### src/rtl/fft_pkg.sv
// Shared constants for the FFT datapath: sample/twiddle widths and Q1.7 scaling.
package fft_pkg;
    localparam int FFT_DW    = 17;
    localparam int FFT_TW    = 8;
    localparam int FFT_LOG_N = 4;
    localparam int SAT_MAX   = 65535;
    localparam int SAT_MIN   = -65536;
    localparam int FRAC_SH   = 7;
endpackage

### src/rtl/fft_twiddle_stage_twiddle_rom.sv
// Combinational twiddle lookup W_N^k in Q1.7, folded from a 64-point quarter-wave cosine table.
module twiddle_rom
    import fft_pkg::*;
#(
    parameter int N_POINTS = 16,
    parameter int LOG_N    = FFT_LOG_N,
    parameter int TW       = FFT_TW
) (
    input  logic [LOG_N-1:0]     k_i,
    output logic signed [TW-1:0] w_re_o,
    output logic signed [TW-1:0] w_im_o
);
    localparam int W_MAX = (1 << (TW - 1)) - 1;

    logic [5:0] m;
    logic [4:0] r;
    logic [4:0] rc;
    int         c;
    int         s;

    function automatic int qcos(input logic [4:0] idx);
        case (idx)
            5'd0:    return 128;
            5'd1:    return 127;
            5'd2:    return 126;
            5'd3:    return 122;
            5'd4:    return 118;
            5'd5:    return 113;
            5'd6:    return 106;
            5'd7:    return 99;
            5'd8:    return 91;
            5'd9:    return 81;
            5'd10:   return 71;
            5'd11:   return 60;
            5'd12:   return 49;
            5'd13:   return 37;
            5'd14:   return 25;
            5'd15:   return 13;
            default: return 0;
        endcase
    endfunction

    // Only +1.0 is unrepresentable in Q1.7; -1.0 fits exactly.
    function automatic int clamp_q17(input int v);
        return (v > W_MAX) ? W_MAX : v;
    endfunction

    assign m  = 6'(k_i) * 6'(64 / N_POINTS);
    assign r  = {1'b0, m[3:0]};
    assign rc = 5'd16 - r;

    always_comb begin
        c = 0;
        s = 0;
        case (m[5:4])
            2'd0: begin c =  qcos(r);  s =  qcos(rc); end
            2'd1: begin c = -qcos(rc); s =  qcos(r);  end
            2'd2: begin c = -qcos(r);  s = -qcos(rc); end
            default: begin c = qcos(rc); s = -qcos(r); end
        endcase
    end

    assign w_re_o = TW'(clamp_q17(c));
    assign w_im_o = TW'(clamp_q17(-s));
endmodule

### src/rtl/fft_twiddle_stage.sv
// Streaming twiddle multiply: tags each sample with index k, multiplies by W_N^k, saturates to DW bits.
module fft_twiddle_stage
    import fft_pkg::*;
#(
    parameter int N_POINTS = 16,
    parameter int LOG_N    = FFT_LOG_N,
    parameter int DW       = FFT_DW,
    parameter int TW       = FFT_TW
) (
    input  logic             clk,
    input  logic             rst_n,
    input  logic             in_valid,
    output logic             in_ready,
    input  logic             in_sof,
    input  logic [DW-1:0]    in_re,
    input  logic [DW-1:0]    in_im,
    output logic             out_valid,
    input  logic             out_ready,
    output logic [DW-1:0]    out_re,
    output logic [DW-1:0]    out_im,
    output logic [LOG_N-1:0] out_k,
    output logic             out_last,
    output logic             sat_flag
);
    localparam int PW = DW + TW;
    localparam int SW = PW - FRAC_SH;
    localparam logic signed [SW:0] SAT_HI = (SW + 1)'(SAT_MAX);
    localparam logic signed [SW:0] SAT_LO = (SW + 1)'(SAT_MIN);
    localparam logic [LOG_N-1:0]   K_LAST = LOG_N'(N_POINTS - 1);

    function automatic logic signed [DW-1:0] sat17(input logic signed [SW:0] s);
        if (s > SAT_HI) return DW'(SAT_HI);
        if (s < SAT_LO) return DW'(SAT_LO);
        return DW'(s);
    endfunction

    function automatic logic clamps(input logic signed [SW:0] s);
        return (s > SAT_HI) || (s < SAT_LO);
    endfunction

    logic                    en;
    logic                    accept;
    logic [LOG_N-1:0]        k_sel;
    logic [LOG_N-1:0]        cnt_q, cnt_d;
    logic signed [TW-1:0]    w_re, w_im;

    logic                    vld_p1_q;
    logic signed [DW-1:0]    re_p1_q, im_p1_q;
    logic signed [TW-1:0]    w_re_p1_q, w_im_p1_q;
    logic [LOG_N-1:0]        k_p1_q;

    logic signed [PW-1:0]    p_rr, p_ii, p_ri, p_ir;
    logic signed [SW-1:0]    s_rr, s_ii, s_ri, s_ir;
    logic signed [SW:0]      sum_re, sum_im;

    logic                    vld_p2_q;
    logic signed [DW-1:0]    re_p2_q, im_p2_q;
    logic [LOG_N-1:0]        k_p2_q;
    logic                    last_p2_q;
    logic                    sat_q;

    assign en       = !vld_p2_q || out_ready;
    assign in_ready = en;
    assign accept   = in_valid && en;
    assign k_sel    = in_sof ? '0 : cnt_q;
    assign cnt_d    = accept ? k_sel + LOG_N'(1) : cnt_q;

    twiddle_rom #(
        .N_POINTS (N_POINTS),
        .LOG_N    (LOG_N),
        .TW       (TW)
    ) u_rom (
        .k_i    (k_sel),
        .w_re_o (w_re),
        .w_im_o (w_im)
    );

    // Stage 1: capture sample, index and twiddle
    always_ff @(posedge clk) begin
        if (en) begin
            re_p1_q   <= in_re;
            im_p1_q   <= in_im;
            w_re_p1_q <= w_re;
            w_im_p1_q <= w_im;
            k_p1_q    <= k_sel;
        end
    end

    // Full-precision products; dropping the low FRAC_SH bits is a floor shift.
    assign p_rr = PW'(re_p1_q) * PW'(w_re_p1_q);
    assign p_ii = PW'(im_p1_q) * PW'(w_im_p1_q);
    assign p_ri = PW'(re_p1_q) * PW'(w_im_p1_q);
    assign p_ir = PW'(im_p1_q) * PW'(w_re_p1_q);
    assign s_rr = p_rr[PW-1:FRAC_SH];
    assign s_ii = p_ii[PW-1:FRAC_SH];
    assign s_ri = p_ri[PW-1:FRAC_SH];
    assign s_ir = p_ir[PW-1:FRAC_SH];
    assign sum_re = $signed({s_rr[SW-1], s_rr}) - $signed({s_ii[SW-1], s_ii});
    assign sum_im = $signed({s_ri[SW-1], s_ri}) + $signed({s_ir[SW-1], s_ir});

    // Stage 2: saturate and present; whole pipe and counter hold while en is low
    always_ff @(posedge clk or negedge rst_n) begin
        if (!rst_n) begin
            cnt_q     <= '0;
            vld_p1_q  <= 1'b0;
            vld_p2_q  <= 1'b0;
            re_p2_q   <= '0;
            im_p2_q   <= '0;
            k_p2_q    <= '0;
            last_p2_q <= 1'b0;
            sat_q     <= 1'b0;
        end else begin
            cnt_q <= cnt_d;
            if (en) begin
                vld_p1_q  <= accept;
                vld_p2_q  <= vld_p1_q;
                re_p2_q   <= sat17(sum_re);
                im_p2_q   <= sat17(sum_im);
                k_p2_q    <= k_p1_q;
                last_p2_q <= (k_p1_q == K_LAST);
                if (vld_p1_q && (clamps(sum_re) || clamps(sum_im))) begin
                    sat_q <= 1'b1;
                end
            end
        end
    end

    assign out_valid = vld_p2_q;
    assign out_re    = re_p2_q;
    assign out_im    = im_p2_q;
    assign out_k     = k_p2_q;
    assign out_last  = last_p2_q;
    assign sat_flag  = sat_q;
endmodule

### config.mk
export PLATFORM = sky130hd
export DESIGN_NAME = fft_twiddle_stage
export DESIGN_NICKNAME = d
export VERILOG_FILES = /design/src/rtl/fft_pkg.sv /design/src/rtl/fft_twiddle_stage_twiddle_rom.sv /design/src/rtl/fft_twiddle_stage.sv
export SDC_FILE = /design/constraint.sdc
export NUM_CORES = 2
export LEC_CHECK = 0
export ABC_AREA = 1
export CORE_MARGIN = 4
export CORE_UTILIZATION = 60
export CTS_CLUSTER_DIAMETER = 100
export DETAILED_ROUTE_END_ITERATION = 16
export PLACE_DENSITY = 0.81
export SLEW_MARGIN = 10
export SYNTH_ARGS = -nofsm -noshare
export SYNTH_HDL_FRONTEND = slang
export SYNTH_HIERARCHICAL = 1
export SYNTH_MEMORY_MAX_BITS = 65536
export SYNTH_SLANG_ARGS = --single-unit
### constraint.sdc
create_clock -name clk -period 7.1 [get_ports clk]
set_clock_uncertainty 0.2 [all_clocks]
set_input_delay 1.42 -clock clk [delete_from_list [all_inputs] [get_ports clk]]
set_output_delay 1.42 -clock clk [all_outputs]
set_load 0.05 [all_outputs]
* After elaboration in Yosys (flattened, before gate mapping) *
Memories as Yosys holds them, arrays and structs flattened.
Cells that the tools add are included.

word-level totals
  memory bits (read-only) = 1024
  output and inout bits = 42
  register bits = 100
  memories kept = 8
  bits of input ports = 39

memory list
  memory           words  bits a word  rd ports  clocked after memory_dff  write ports  line                                 source
  (no name shown)  16     8            1         0                         0            fft_twiddle_stage_twiddle_rom.sv:22  case (idx)
  (no name shown)  16     8            1         0                         0            fft_twiddle_stage_twiddle_rom.sv:22
  (no name shown)  16     8            1         0                         0            fft_twiddle_stage_twiddle_rom.sv:22
  (no name shown)  16     8            1         0                         0            fft_twiddle_stage_twiddle_rom.sv:22
  (no name shown)  16     8            1         0                         0            fft_twiddle_stage_twiddle_rom.sv:22
  (no name shown)  16     8            1         0                         0            fft_twiddle_stage_twiddle_rom.sv:22
  +2 memories      -      -            -         -                         -            -

operators by class
  reduce and logical (&&, ||, !) cells = 10
  equal/unequal tests = 3
  multipliers = 4
  order comparisons = 6
  mux-type cells = 29
  add/subtract/negate cells = 9

operators with widths
  cell                    count
  $mux W32                8
  $pmux W32 S3            2
  $neg A32 Y32            5
  $mux W17                8
  $mul A17 B8 Y25         4
  $gt A32 B8 Y1 const B   2
  $gt A19 B17 Y1 const B  2
  $lt A19 B17 Y1 const B  2
  $add A18 B18 Y19        1
  $sub A18 B18 Y19        1
  $mux W1                 10
  $sub A5 B4 Y5 const A   1
  $add A4 B1 Y4 const B   1
  $eq A4 B4 Y1 const B    1
  $logic_or A1 B1 Y1      4
  $mux W4                 1
  $reduce_or A3 Y1        1
  $eq A2 B1 Y1 const B    1
  $eq A2 B2 Y1 const B    1
  $logic_and A1 B1 Y1     2
  $logic_not A2 Y1        1
  $reduce_and A2 Y1       1
  $logic_not A1 Y1        1

* Depth between registers and ports, before layout *
  depth in word-level cells = 9
  mapped depth = 40
  gate-level depth less buffers = 38

* By module *
Netlist, hierarchy kept.

modules (own cells, without submodules)
  module             cells an instance  area an instance (um2)  times used  seq. area each (um2)
  fft_twiddle_stage  3411               25619.6                 1           2772.7
  twiddle_rom        195                1033.5                  1           0.0

* Worst setup path after synthesis *
OpenSTA, ideal clock, no wires.

  path type = reg2reg
  start point = register w_re_p1_q[7]
  end point = register re_p2_q[12], in the netlist out_re[12]
  stages on the path, launching flop included = 37
  data required time = 6.762 ns
  data arrival time = 6.187 ns
  library setup time = 0.138 ns
  slack = 0.576 ns
  cells stage by stage = edfxtp_1 > inv_1 > clkbuf_1 > buf_1 > nor2_1 > fa_1 > fa_1 > fa_1 > inv_1 > fa_1 > inv_1 > ha_1 > a21oi_1 > o21ai_0 > nand2_1 > nand2_1 > a21oi_1 > o21ai_1 > nand2_1 > nand2_1 > xor2_1 > ha_1 > nand2_1 > nand2_1 > nand2_1 > nand2_1 > a21oi_2 > nand2_2 > nand2_2 > nand2_2 > nand2_4 > clkinv_4 > nand2_4 > inv_4 > nor2_8 > buf_12 > a21oi_4

on the way
  cells in the longest elaborated chain, start to end = 8
  elaborated cells between the ends (all ways) = 12

ends and longest elaborated chain
  element                 line                      source
  from (decl)             fft_twiddle_stage.sv:49   logic signed [TW-1:0] w_re_p1_q, w_im_p1_q;
  from (signal assigned)  fft_twiddle_stage.sv:83   w_re_p1_q <= w_re;
  $mul A17 B8 Y25 (*)     fft_twiddle_stage.sv:90   assign p_rr = PW'(re_p1_q) * PW'(w_re_p1_q);
  $sub A18 B18 Y19 (*)    fft_twiddle_stage.sv:98   assign sum_re = $signed({s_rr[SW-1], s_rr}) - $signed({s_ii[SW-1], s_ii});
  $lt A19 B17 Y1          fft_twiddle_stage.sv:33   if (s < SAT_LO) return DW'(SAT_LO);
  $mux W1 (2 in series)   fft_twiddle_stage.sv:33
  $mux W1                 fft_twiddle_stage.sv:114  if (en) begin
  $mux W17                fft_twiddle_stage.sv:34   return DW'(s);
  $mux W17 (*)            fft_twiddle_stage.sv:33
  to (signal assigned)    fft_twiddle_stage.sv:117  re_p2_q <= sat17(sum_re);
  to (decl)               fft_twiddle_stage.sv:57   logic signed [DW-1:0] re_p2_q, im_p2_q;

Every way passes the cells marked *; elsewhere a longest branch is shown, timed or not. The select of a mux whose other input is x is not followed.
A chain may end at the register's enable or synchronous reset.

* Final worst setup path *
  start point = register w_re_p1_q[3]
  end point = register sat_q, in the netlist sat_flag

on the way
  cells in the longest elaborated chain, start to end = 7
  elaborated cells between the ends (all ways) = 13

ends and longest elaborated chain
  element                                               line                                              source
  $mul A17 B8 Y25 (on tied branches)                    fft_twiddle_stage.sv:90, fft_twiddle_stage.sv:93
  $sub A18 B18 Y19 or $add A18 B18 Y19 (tied branches)  fft_twiddle_stage.sv:98, fft_twiddle_stage.sv:99
  $gt A19 B17 Y1 or $lt A19 B17 Y1 (tied branches)      fft_twiddle_stage.sv:38                           return (s > SAT_HI) || (s < SAT_LO);
  $logic_or A1 B1 Y1                                    fft_twiddle_stage.sv:38
  $logic_or A1 B1 Y1 (*)                                fft_twiddle_stage.sv:121                          if (vld_p1_q && (clamps(sum_re) || clamps(sum_im))) begin
  $logic_and A1 B1 Y1 (*)                               fft_twiddle_stage.sv:121
  $reduce_and A2 Y1 (no line) (*)                       -
  to (signal assigned)                                  fft_twiddle_stage.sv:111                          sat_q <= 1'b0;
  to (signal assigned)                                  fft_twiddle_stage.sv:122                          sat_q <= 1'b1;
  to (decl)                                             fft_twiddle_stage.sv:60                           logic sat_q;

Every way passes the cells marked *; elsewhere a longest branch is shown, timed or not.

==> results.py <==
metrics = {
    "run_status": {
        "status": "finished clean",
    },
    "logic_synthesis": {
        "async_flop_share": 0.460,
        "syn_area_per_cell_um2": 7.39,
        "ys_warn_count": 6,
        "netlist_top_cells_area": "fa_1, inv_1, nand2_1",
        "synth_top_area_share": 0.323,
        "syn_inst": 3606,
        "ys_seq_area_frac": 0.104,
        "synth_compound_area_frac": 0.0688,
        "synthSimpleGateAreaFrac": 0.184,
        "synthMuxAreaShare": 0,
        "synth-edff-count": 54,
        "synth_top_family_by_area": "adder cells",
        "synth_cell_types": 54,
        "synth_common_cells": "inv_1, nand2_1, fa_1",
        "synthAdderAreaFrac": 0.430,
        "synthesis.area_um2": 26700,
        "synth_xor_area_frac": 0.0404,
        "ys_seq_elements": 100,
        "synth_top_cell_by_area": "fa_1",
        "synth_flop_cell": "edfxtp_1",
        "synth_nets": 4303,
        "yosysMostFrequentCell": "inv_1",
    },
    "worst_setup_path": {
        "cpMostUsedCell": "nand2_1",
        "critical_path_class": "reg -> reg",
        "r2r_slack_ps": 380,
        "cp_max_fo": 12,
        "max_stage_delay_ps": 570,
        "r2r-start": "w_re_p1_q[3]",
        "crit_buf_inv": 5,
        "slowest_stage": "edfxtp_1",
        "cp_top_family": "adder cells",
        "ff2ff_path_depth": 31,
        "reg2reg_to": "sat_flag",
        "start_kind": "flop",
        "cp_data_arrival_time_ps": 6820,
        "endpoint_kind": "flop",
        "worst-endpoint-required_ps": 7200,
    },
    "clock_network": {
        "cts_buffers": 9,
        "holdBufCountCts": 0,
        "insertion_delay_ps": 420,
        "clockRootBuffer": "clkbuf_16",
        "clock-sinks": 100,
        "ctsHtreeMaxLevel": 3,
        "cts_buffer_depth": 2,
        "cts_tree": "yes",
        "clk_pin_slew_ps": 90,
    },
    "placed_design": {
        "dp_hpwl_um": 52900,
        "routabilityCongestion": 0.935,
        "place_inst": 4209,
        "io_buffers": 80,
    },
    "job": {
        "maxCapViolCount": 0,
    },
    "detailed_routing": {
        "ant_nets": 0,
        "drc_errors": 0,
        "drt_first_iter_violations": 1784,
        "dr.pass1.iters": 6,
        "vias_per_cell": 5.18,
        "wl_per_cell_um": 15.3,
        "postRouteWirelength_um": 65400,
        "num_vias": 22127,
    },
    "worst_hold_path": {
        "min_delay_worst_endpoint": "out_k[3]",
        "hold_class": "reg -> reg",
        "worstHoldStart": "k_p1_q[3]",
        "min_delay_path_depth": 2,
    },
    "final_layout": {
        "post-route-util": 0.671,
        "n_antenna_cell": 0,
        "drive_above_1_share": 0.0577,
        "stdcell_count": 4275,
        "syn_to_final_growth_pct": 9.42,
        "nNetsFinal": 4382,
    },
    "timing": {
        "drv_slew": 0,
        "slew_headroom": 0.378,
        "period_share": 0.946,
        "tightest_slew_ps": 930,
        "setup_viol": 0,
        "setup_tns_ps": 0,
        "rsz0062_at_grt": "no",
        "fin_crit_ps": 6720,
        "hold_viol_final": 0,
        "clock.fmax_ghz": 0.149,
    },
    "global_route": {
        "grt_overflow": 0,
        "antenna_found_initial": 0,
        "grt_pass1_wl_um": 109000,
        "grt_pass1_vias": 22498,
        "grt_max_degree": 49,
        "gr-usage-all-layers": 0.283,
    },
    "die": {
        "io_pins": 81,
        "die_area_um2": 47900,
        "initial_utilization": 0.613,
        "core-area_um2": 43500,
        "die_h_um": 219,
        "row_count": 76,
        "die_x_um": 219,
    },
}
-- worst min-delay path, delay by kind of cell, from the launching register on --
| kind | cells | cell delay [ps] |
|---|---|---|
| flip-flops | 1 | 330 |
| AND/OR/NAND/NOR | 2 | 110 |
-- cell families (layout without fill, tap and decap cells) --
group,count (synthesis),count (layout)
adders and majority gates,658,658
DFF,100,100
xor gates and xnor gates,123,123
AOI/OAI and AO/OA,306,306
buffers and inverters,1207,1291
and+or+nand+nor,1212,1212
-- layer usage --
metal  global-route usage  up-vias  part of all wire
met2                0.477      825              0.48
met4               0.0847        0             0.031
met3               0.0431      118             0.076
met1                0.382    10587              0.42
li1                     -    10597                 -
met5                    0        -                 0
-- cells in the final DEF, fill, tap and decap left out, types with 14 or more instances in the layout --
cell and n:
buf_4 94, inv_1 1069, nor3_1 17, a21oi_2 14, ha_1 228, nand2_1 873, nand4_1 17, clkdlybuf4s50_1 79
a21oi_1 141, xnor2_1 49, dfrtp_1 46, nand3_1 66, xor2_1 74, buf_12 23, edfxtp_1 54, fa_1 428
nand2_2 14, o21ai_0 80, nor2_1 186
-- per-stage QoR --
step                      instance area [um2]  hold slack (ps)  setup WS, ps
after detailed placement                28300              250           238
after CTS                               28600              270           216
final                                   29200              266           381
after floorplan                         26700              232           576
after global routing                    29200              291          17.2
after global placement                  28300              249           311
-- layout make-up --
cell class	instances	area, um2
clock buffer	9	225
clock inverter	7	91.3
fill	3610	14300
inverter	1078	4060
multi-input combinational	2299	19300
sequential	100	2770
tap	585	732
timing repair buffer	197	1960
-- registers in the layout (all words and copies together) (netlist names) --
name       cells
w_re_p1_q      8
k_p1_q         4
out_im        17
out_k          4
cnt_q          4
vld_p1_q       1
im_p1_q       17
out_valid      1
re_p1_q       17
w_im_p1_q      8
out_last       1
sat_flag       1
out_re        17
-- how the worst max path moves through the flow --
stage                            start    endpoint  slack [ps]  cells past startpoint
final                     w_re_p1_q[3]    sat_flag         380                     31
after CTS                  re_p1_q[16]    sat_flag         220                     27
after floorplan           w_re_p1_q[7]  out_re[12]         580                     36
after global placement    w_im_p1_q[5]    sat_flag         310                     28
after detailed placement   re_p1_q[16]    sat_flag         240                     27
after global routing        re_p1_q[4]    sat_flag          20                     30
-- timing repair --
action | in CTS | in global routing
gates resized for setup | 0 | 10
buffers inserted | 0 | 50
endpoints found under the setup margin | 0 | 33
Power is left out: the tool's default activity adds up to more than one toggle a clock period on the data nets, which glitch-free logic cannot reach.
